[src/rtl/timer_pkg.sv]
// ============================================================================
// Module      : timer_pkg
// Description : Shared types and constants for the timer controller.
// Revision    : 1.0 - initial release
// ============================================================================
`default_nettype none

package timer_pkg;

  // Width of the counter and terminal-count value when not overridden
  localparam int unsigned DEFAULT_WIDTH = 4;

  // Controller states
  typedef enum logic [1:0] {
    ST_IDLE   = 2'd0,
    ST_RUN    = 2'd1,
    ST_PAUSED = 2'd2,
    ST_DONE   = 2'd3
  } state_e;

endpackage : timer_pkg

`default_nettype wire

[src/rtl/timer_cnt.sv]
// ============================================================================
// Module      : timer_cnt
// Description : WIDTH-bit up-counter with synchronous clear and enable.
//               Clear takes precedence over enable.
// Revision    : 1.0 - initial release
// ============================================================================
`default_nettype none

module timer_cnt #(
  parameter int unsigned WIDTH = timer_pkg::DEFAULT_WIDTH
) (
  input  logic             clk,
  input  logic             rst_n,
  input  logic             clr_i,
  input  logic             en_i,
  output logic [WIDTH-1:0] count_o
);

  logic [WIDTH-1:0] count_q;

  // Counter register: clear wins, otherwise increment when enabled
  always_ff @(posedge clk or negedge rst_n) begin
    if (!rst_n) begin
      count_q <= '0;
    end else if (clr_i) begin
      count_q <= '0;
    end else if (en_i) begin
      count_q <= count_q + WIDTH'(1);
    end
  end

  assign count_o = count_q;

endmodule : timer_cnt

`default_nettype wire

[src/rtl/timer_ctrl.sv]
// ============================================================================
// Module      : timer_ctrl
// Description : Run/pause/abort controller around an up-counter with a
//               shadowed terminal count and one-shot / periodic modes.
// Revision    : 1.0 - initial release
// ============================================================================
`default_nettype none

module timer_ctrl
  import timer_pkg::*;
#(
  parameter int unsigned WIDTH = DEFAULT_WIDTH
) (
  input  logic             clk,
  input  logic             rst_n,
  input  logic             cfg_load,
  input  logic [WIDTH-1:0] cfg_limit,
  input  logic             cfg_periodic,
  input  logic             start,
  input  logic             pause,
  input  logic             abort,
  output logic [WIDTH-1:0] count,
  output logic             busy,
  output logic             tick,
  output logic             done
);

  state_e           state_q;
  logic [WIDTH-1:0] limit_q;
  logic             periodic_q;
  logic             tick_q;
  logic             busy_q;
  logic             done_q;

  logic             cnt_clr;
  logic             cnt_en;
  logic             at_limit;

  // The counter output is the only copy of the count; the FSM compares it
  assign at_limit = (count == limit_q);

  // Counter control: abort > pause > terminal count > increment
  always_comb begin
    cnt_clr = 1'b0;
    cnt_en  = 1'b0;
    case (state_q)
      ST_IDLE, ST_DONE: begin
        cnt_clr = abort | start;
      end
      ST_RUN: begin
        if (abort) begin
          cnt_clr = 1'b1;
        end else if (pause) begin
          cnt_clr = 1'b0;
        end else if (at_limit) begin
          // periodic reloads to zero; one-shot holds the limit value
          cnt_clr = periodic_q;
        end else begin
          cnt_en = 1'b1;
        end
      end
      ST_PAUSED: begin
        cnt_clr = abort;
      end
      default: begin
        cnt_clr = 1'b1;
      end
    endcase
  end

  // State machine, shadow configuration and registered status outputs
  always_ff @(posedge clk or negedge rst_n) begin
    if (!rst_n) begin
      state_q    <= ST_IDLE;
      limit_q    <= '1;
      periodic_q <= 1'b0;
      tick_q     <= 1'b0;
      busy_q     <= 1'b0;
      done_q     <= 1'b0;
    end else begin
      tick_q <= 1'b0;
      case (state_q)
        ST_IDLE, ST_DONE: begin
          // config is only writable while no run is in progress
          if (cfg_load) begin
            limit_q    <= cfg_limit;
            periodic_q <= cfg_periodic;
          end
          if (abort) begin
            state_q <= ST_IDLE;
            done_q  <= 1'b0;
          end else if (start) begin
            state_q <= ST_RUN;
            busy_q  <= 1'b1;
            done_q  <= 1'b0;
          end
        end
        ST_RUN: begin
          if (abort) begin
            state_q <= ST_IDLE;
            busy_q  <= 1'b0;
          end else if (pause) begin
            state_q <= ST_PAUSED;
          end else if (at_limit) begin
            tick_q <= 1'b1;
            if (!periodic_q) begin
              state_q <= ST_DONE;
              busy_q  <= 1'b0;
              done_q  <= 1'b1;
            end
          end
        end
        ST_PAUSED: begin
          if (abort) begin
            state_q <= ST_IDLE;
            busy_q  <= 1'b0;
          end else if (!pause) begin
            state_q <= ST_RUN;
          end
        end
        default: begin
          state_q <= ST_IDLE;
          busy_q  <= 1'b0;
          done_q  <= 1'b0;
        end
      endcase
    end
  end

  timer_cnt #(
    .WIDTH (WIDTH)
  ) u_cnt (
    .clk     (clk),
    .rst_n   (rst_n),
    .clr_i   (cnt_clr),
    .en_i    (cnt_en),
    .count_o (count)
  );

  assign tick = tick_q;
  assign busy = busy_q;
  assign done = done_q;

endmodule : timer_ctrl

`default_nettype wire

[config.mk]
export PLATFORM = sky130hd
export DESIGN_NAME = timer_ctrl
export DESIGN_NICKNAME = d
export VERILOG_FILES = /design/src/rtl/timer_pkg.sv /design/src/rtl/timer_cnt.sv /design/src/rtl/timer_ctrl.sv
export SDC_FILE = /design/constraint.sdc
export NUM_CORES = 1
export LEC_CHECK = 0
export ABC_CLOCK_PERIOD_IN_PS = 4600
export CAP_MARGIN = 5
export CORE_UTILIZATION = 51
export CTS_CLUSTER_DIAMETER = 120
export DETAILED_ROUTE_END_ITERATION = 16
export PLACE_DENSITY = 0.81
export SLEW_MARGIN = 0
export SYNTH_ARGS = -nofsm -noshare
export SYNTH_HDL_FRONTEND = slang
export SYNTH_HIERARCHICAL = 1
export SYNTH_SLANG_ARGS = --single-unit
[constraint.sdc]
create_clock -name clk -period 4.6 [get_ports clk]
set_clock_uncertainty 0.05 [all_clocks]
set_input_delay 0.69 -clock clk [delete_from_list [all_inputs] [get_ports clk]]
set_output_delay 0.69 -clock clk [all_outputs]
set_load 0.02 [all_outputs]
# After elaboration in Yosys (flattened, before gate mapping)
# Cells that the tools add are included.
[totals] in_bits=11 output_inout_bits=7 wordCells=73 regBits=14
[classes] eq_ne=18 n_addsub=1 n_mux=38 n_bitwise=1 n_reduce_logical=8
[op_table] op="$mux 1" n=24
[op_table] op="$mux 2" n=8
[op_table] op="$ne 3x3->1 const B" n=5
[op_table] op="$ne 2x2->1 const B" n=7
[op_table] op="$reduce_and 6->1" n=2
[op_table] op="$mux 4" n=2
[op_table] op="$ne 4x4->1 const B" n=2
[op_table] op="$pmux 1 s3" n=2
[op_table] op="$pmux 2 s3" n=1
[op_table] op="$add 4x1->4 const B" n=1
[op_table] op="$eq 2x2->1 const B" n=2
[op_table] op="$eq 4x4->1" n=1
[op_table] op="$reduce_and 4->1" n=1
[op_table] op="$reduce_bool 2->1" n=2
[op_table] op="$eq 2x1->1 const B" n=1
[op_table] op="$logic_not 2->1" n=1
[op_table] op="$pmux 1 s2" n=1
[op_table] op="$reduce_and 2->1" n=1
[op_table] op="$reduce_or 2->1" n=1
[op_table] op="$or 1x1->1" n=1

# Depth between registers and ports, before layout
[depth] ltp_word=7 mapped_depth=8 ltp_nobuf=7

# Modules after synthesis
# The synthesis kept the hierarchy.
[modules_own_cells] mod="timer_ctrl" instances=1 seq_area_each_um2=255.2 area_per_inst_um2=604.3 cells_each=56
[modules_own_cells] mod="timer_cnt" instances=1 seq_area_each_um2=100.1 area_per_inst_um2=192.7 cells_each=16

# Worst setup path after synthesis
# Ideal clock, no wire load.
[synth_timing] path_kind="input port to flip-flop" startpoint="input port abort" endpoint="register u_cnt.count_q[3] (netlist: u_cnt/count_o[3])" t_arrival_ns=2.024 path_slack_ns=2.401 n_path_buf=1 setup_time_ns=0.125 required_ns=4.425 stages=5 path_cell_list="clkbuf_1 > or3b_1 > nor2b_1 > nand4_1 > mux2_4"
[synth_via] elab_chain_len=3 word_cells_on_any_way=7 classes_between="mux (5); bitwise (1); reduce/logical (1)"
[synth_rtl] item="from (decl)" line="timer_ctrl.sv:21" rtl="input logic abort,"
[synth_rtl] item="$mux 1" line="timer_ctrl.sv:51" rtl="if (abort) begin"
[synth_rtl] item="$mux 1" line="timer_ctrl.sv:46" rtl="case (state_q)"
[synth_rtl] item="via cnt_en" line="timer_ctrl.sv:36" rtl="logic cnt_en;"
[synth_rtl] item="$reduce_bool 2->1 (no line)"
[synth_rtl] item="to (signal assigned)" line="timer_cnt.sv:28" rtl="count_q <= count_q + WIDTH'(1);"
[synth_rtl] item="to (decl)" line="timer_cnt.sv:19" rtl="logic [WIDTH-1:0] count_q;"
# The timed path passes the listed nets, and every way through them passes these cells.
# A chain may end at the register's enable or synchronous reset.

# Final worst setup path
# Same ends and word-level chain as after synthesis.

==> metrics.md <==
| Metric | Value |
|---|---|
| Ys async rst share | 100% |
| Rows | 13 |
| DRT Pass-1 Iters | 4 |
| Worst setup SP type | input port |
| Synth top area share | a little under a third |
| Post CTS Setup Buffer Count | 0 |
| Die width | 41.5 um |
| Core area | roughly 1400 um2 |
| Post-DR wirelength/cell | between 15 and 20 um |
| FF-to-FF End | u_cnt/count_o[3]$_DFFE_PN0P_ |
| Status | finished, final reports clean |
| Dpl hpwl | 1.12 mm |
| Worst R2R Setup Slack | around 2.3 ns |
| Final nets | between 100 and 150 |
| LEAKAGE | 0.418 nW |
| Class of the most critical setup path | in -> reg |
| Reg2reg path depth | 6 |
| Max-slew violation count | 0 |
| Initial antenna violation count | 0 |
| Biggest area consumer among synthesized cells | dfrtp_1 |
| Design Power | 0.520 mW |
| Min-Delay Path Depth | 1 |
| Sequential element share of the synthesized area | 44.6% |
| Final setup fails | 0 |
| Total gr overflow | 0 |
| Area delta synth->final | 27.2% |
| Die ar. | 1720 um2 |
| Worst path required time | 4.73 ns |
| # DRC | 0 |
| Syn_area_per_cell | 11.1 um2 |
| Max cap viols | 0 |
| PortBufs | 17 |
| Worst Path Arrival | 2.59 ns |
| Pwr Density | approximately 510 nW/um2 |
| Relative slew slack | 57.0% |
| Number of global-route vias before repair | 683 |
| H-tree depth | 1 |
| Yosys cell types | 32 |
| Worst r2r src | state_q[1]$_DFFE_PN0P_ |
| Top achievable clock speed | 0.406 GHz |
| Initial Util | 57.6% |
| Die Height | 41.5 um |
| Synth Cell Area | between 700 and 800 um2 |
| Sink Count | 14 |
| N_diodes | 0 |
| Post-synth top cells | 10 x dfrtp_1, 8 x nor2_1, 5 x mux2_1, 5 x xnor2_1, 4 x dfstp_2 |
| Share of post-route cells with drive strength above 1 | 16.5% |
| Worst Hold Class | reg -> reg |
| GP Congestion | 0.904 |
| Initial DRC count | 17 |
| Syn. warnings | 6 |
| Final setup TNS | 0 ns |
| Top FF cell, synth | dfrtp_1 |
| Number of buffers created by CTS | 3 |
| Post-Synthesis Cells | 72 |
| Vias per std cell | 6.13 |
| Worst vdd ir | ~0.33 mV |
| Post-synth EDFFs | 0 |
| Max Root-Sink Buffers | 2 |
| Final antenna-violating net count | 0 |
| Critical Path End Type | register |
| Clock Latency Late Sink | around 0.29 ns |
| Tightest Pin Transition | 0.639 ns |
| I/O pin count | 18 |
| DR vias | 650 |
| HP Start | done$_DFFE_PN0P_ |
| Post-DP Area | 977 um2 |
| RSZ-0062 raised after global routing | no |
| Min cycle time layout | 2.47 ns |
| Final period utilization | 53.6% |
| Synth Register Bits | 14 |
| DRT Wirelength | 1.65 mm |
| CTS root buffer | clkbuf_4 |
| CTS tree | yes |
| Most frequent cell after synthesis | dfrtp_1 |
| Synth area leaders | dfrtp_1 31%, dfstp_2 13%, mux2_1 7.1%, xnor2_1 5.5%, ha_1 4.7% |
| Largest net degree at the start of global routing | 15 |
| Synthesized net count | 86 |
| Hold buffers post-CTS | 0 |
| Final Hold Fails | 0 |
| WHS Endpoint | done$_DFFE_PN0P_ |
| Reg clk slew, reported paths | 0.09 ns |
| CP max FO | 10 |
| Total track usage | 22.8% |
| # resized after CTS | 0 |
| First-pass GRT wire length | approximately 3.0 mm |
| Fin area | 1010 um2 |
[cell families (layout without fill, tap and decap cells)]
kind of cell	count (synthesis)	in the layout	share of synthesized area, %
buffers and inverters	4	23	2.04
AND/OR/NAND/NOR	28	28	20.7
flip-flops	14	14	44.6
multiplexers	8	8	12.1
AO/OA/AOI/OAI	10	10	10.4
adder cells (fa/ha/maj)	3	3	4.71
XOR/XNOR	5	5	5.49
[layout by cell type (no fill, tap or decap), types with 2 or more instances in the layout]
master	instances
nor2b_1	3
xnor2_1	5
dfstp_2	4
clkbuf_4	3
inv_1	2
a21oi_1	2
mux2_4	2
nor4_1	3
ha_1	3
nand2_1	3
clkdlybuf4s50_1	17
nand3b_1	2
dfrtp_1	10
mux2_1	5
nor2_1	8
nor3_1	2
[critical path, cell delays in order]
cell and delay, ns:
clkdlybuf4s50_1 0.59, or3b_1 0.47, nor2b_1 0.34, nand4_1 0.18, mux2_4 0.32
[state kept, by name, indices dropped and copies added (netlist names)]
signal,flops
busy,1
done,1
limit_q,4
periodic_q,1
state_q,2
tick,1
u_cnt/count_o,4
[how the worst max path moves through the flow]
stage / startpoint / to / slack, ns / cells after the start
2_1_floorplan: abort / u_cnt/count_o[3]$_DFFE_PN0P_ / 2.40 / 5
3_3_place_gp: abort / u_cnt/count_o[3]$_DFFE_PN0P_ / 1.93 / 5
3_5_place_dp: abort / u_cnt/count_o[3]$_DFFE_PN0P_ / 1.87 / 5
4_1_cts: abort / u_cnt/count_o[3]$_DFFE_PN0P_ / 2.16 / 5
5_1_grt: abort / u_cnt/count_o[3]$_DFFE_PN0P_ / 2.02 / 5
6_report: abort / u_cnt/count_o[3]$_DFFE_PN0P_ / 2.13 / 5
[cell type report]
| cell class | instances | area [um2] |
|---|---|---|
| Clock buffer | 4 | 36.3 |
| Fill cell | 106 | 369 |
| Inverter | 2 | 7.51 |
| Multi-Input combinational cell | 54 | 425 |
| Sequential cell | 14 | 355 |
| Tap cell | 15 | 18.8 |
| Timing Repair Buffer | 17 | 170 |
[stage by stage]
step	std cells	util, %	worst slack (ns)	hold slack, ns
6_report	106	73.3	2.13	0.451
3_3_place_gp	102	70.7	1.93	0.423
2_1_floorplan	72	-	2.40	0.344
3_5_place_dp	102	70.7	1.87	0.435
4_1_cts	106	73.3	2.16	0.456
5_1_grt	106	73.3	2.02	0.468
[power breakdown]
| part | switching (mW) | leakage, nW | internal (mW) |
|---|---|---|---|
| Sequential | 0.0306 | 0.177 | 0.172 |
| Clock | 0.0436 | 0.0210 | 0.0483 |
| Combinational | 0.124 | 0.221 | 0.102 |
[routing by layer]
metal	share of wire [%]	GRT usage, %	vias to the layer above
met1	42	28.6	317
met3	4.4	2.61	5
met4	2.0	11.0	0
met5	0	0	-
li1	-	-	301
met2	51	38.8	27
(Power assumes the default switching activity.)
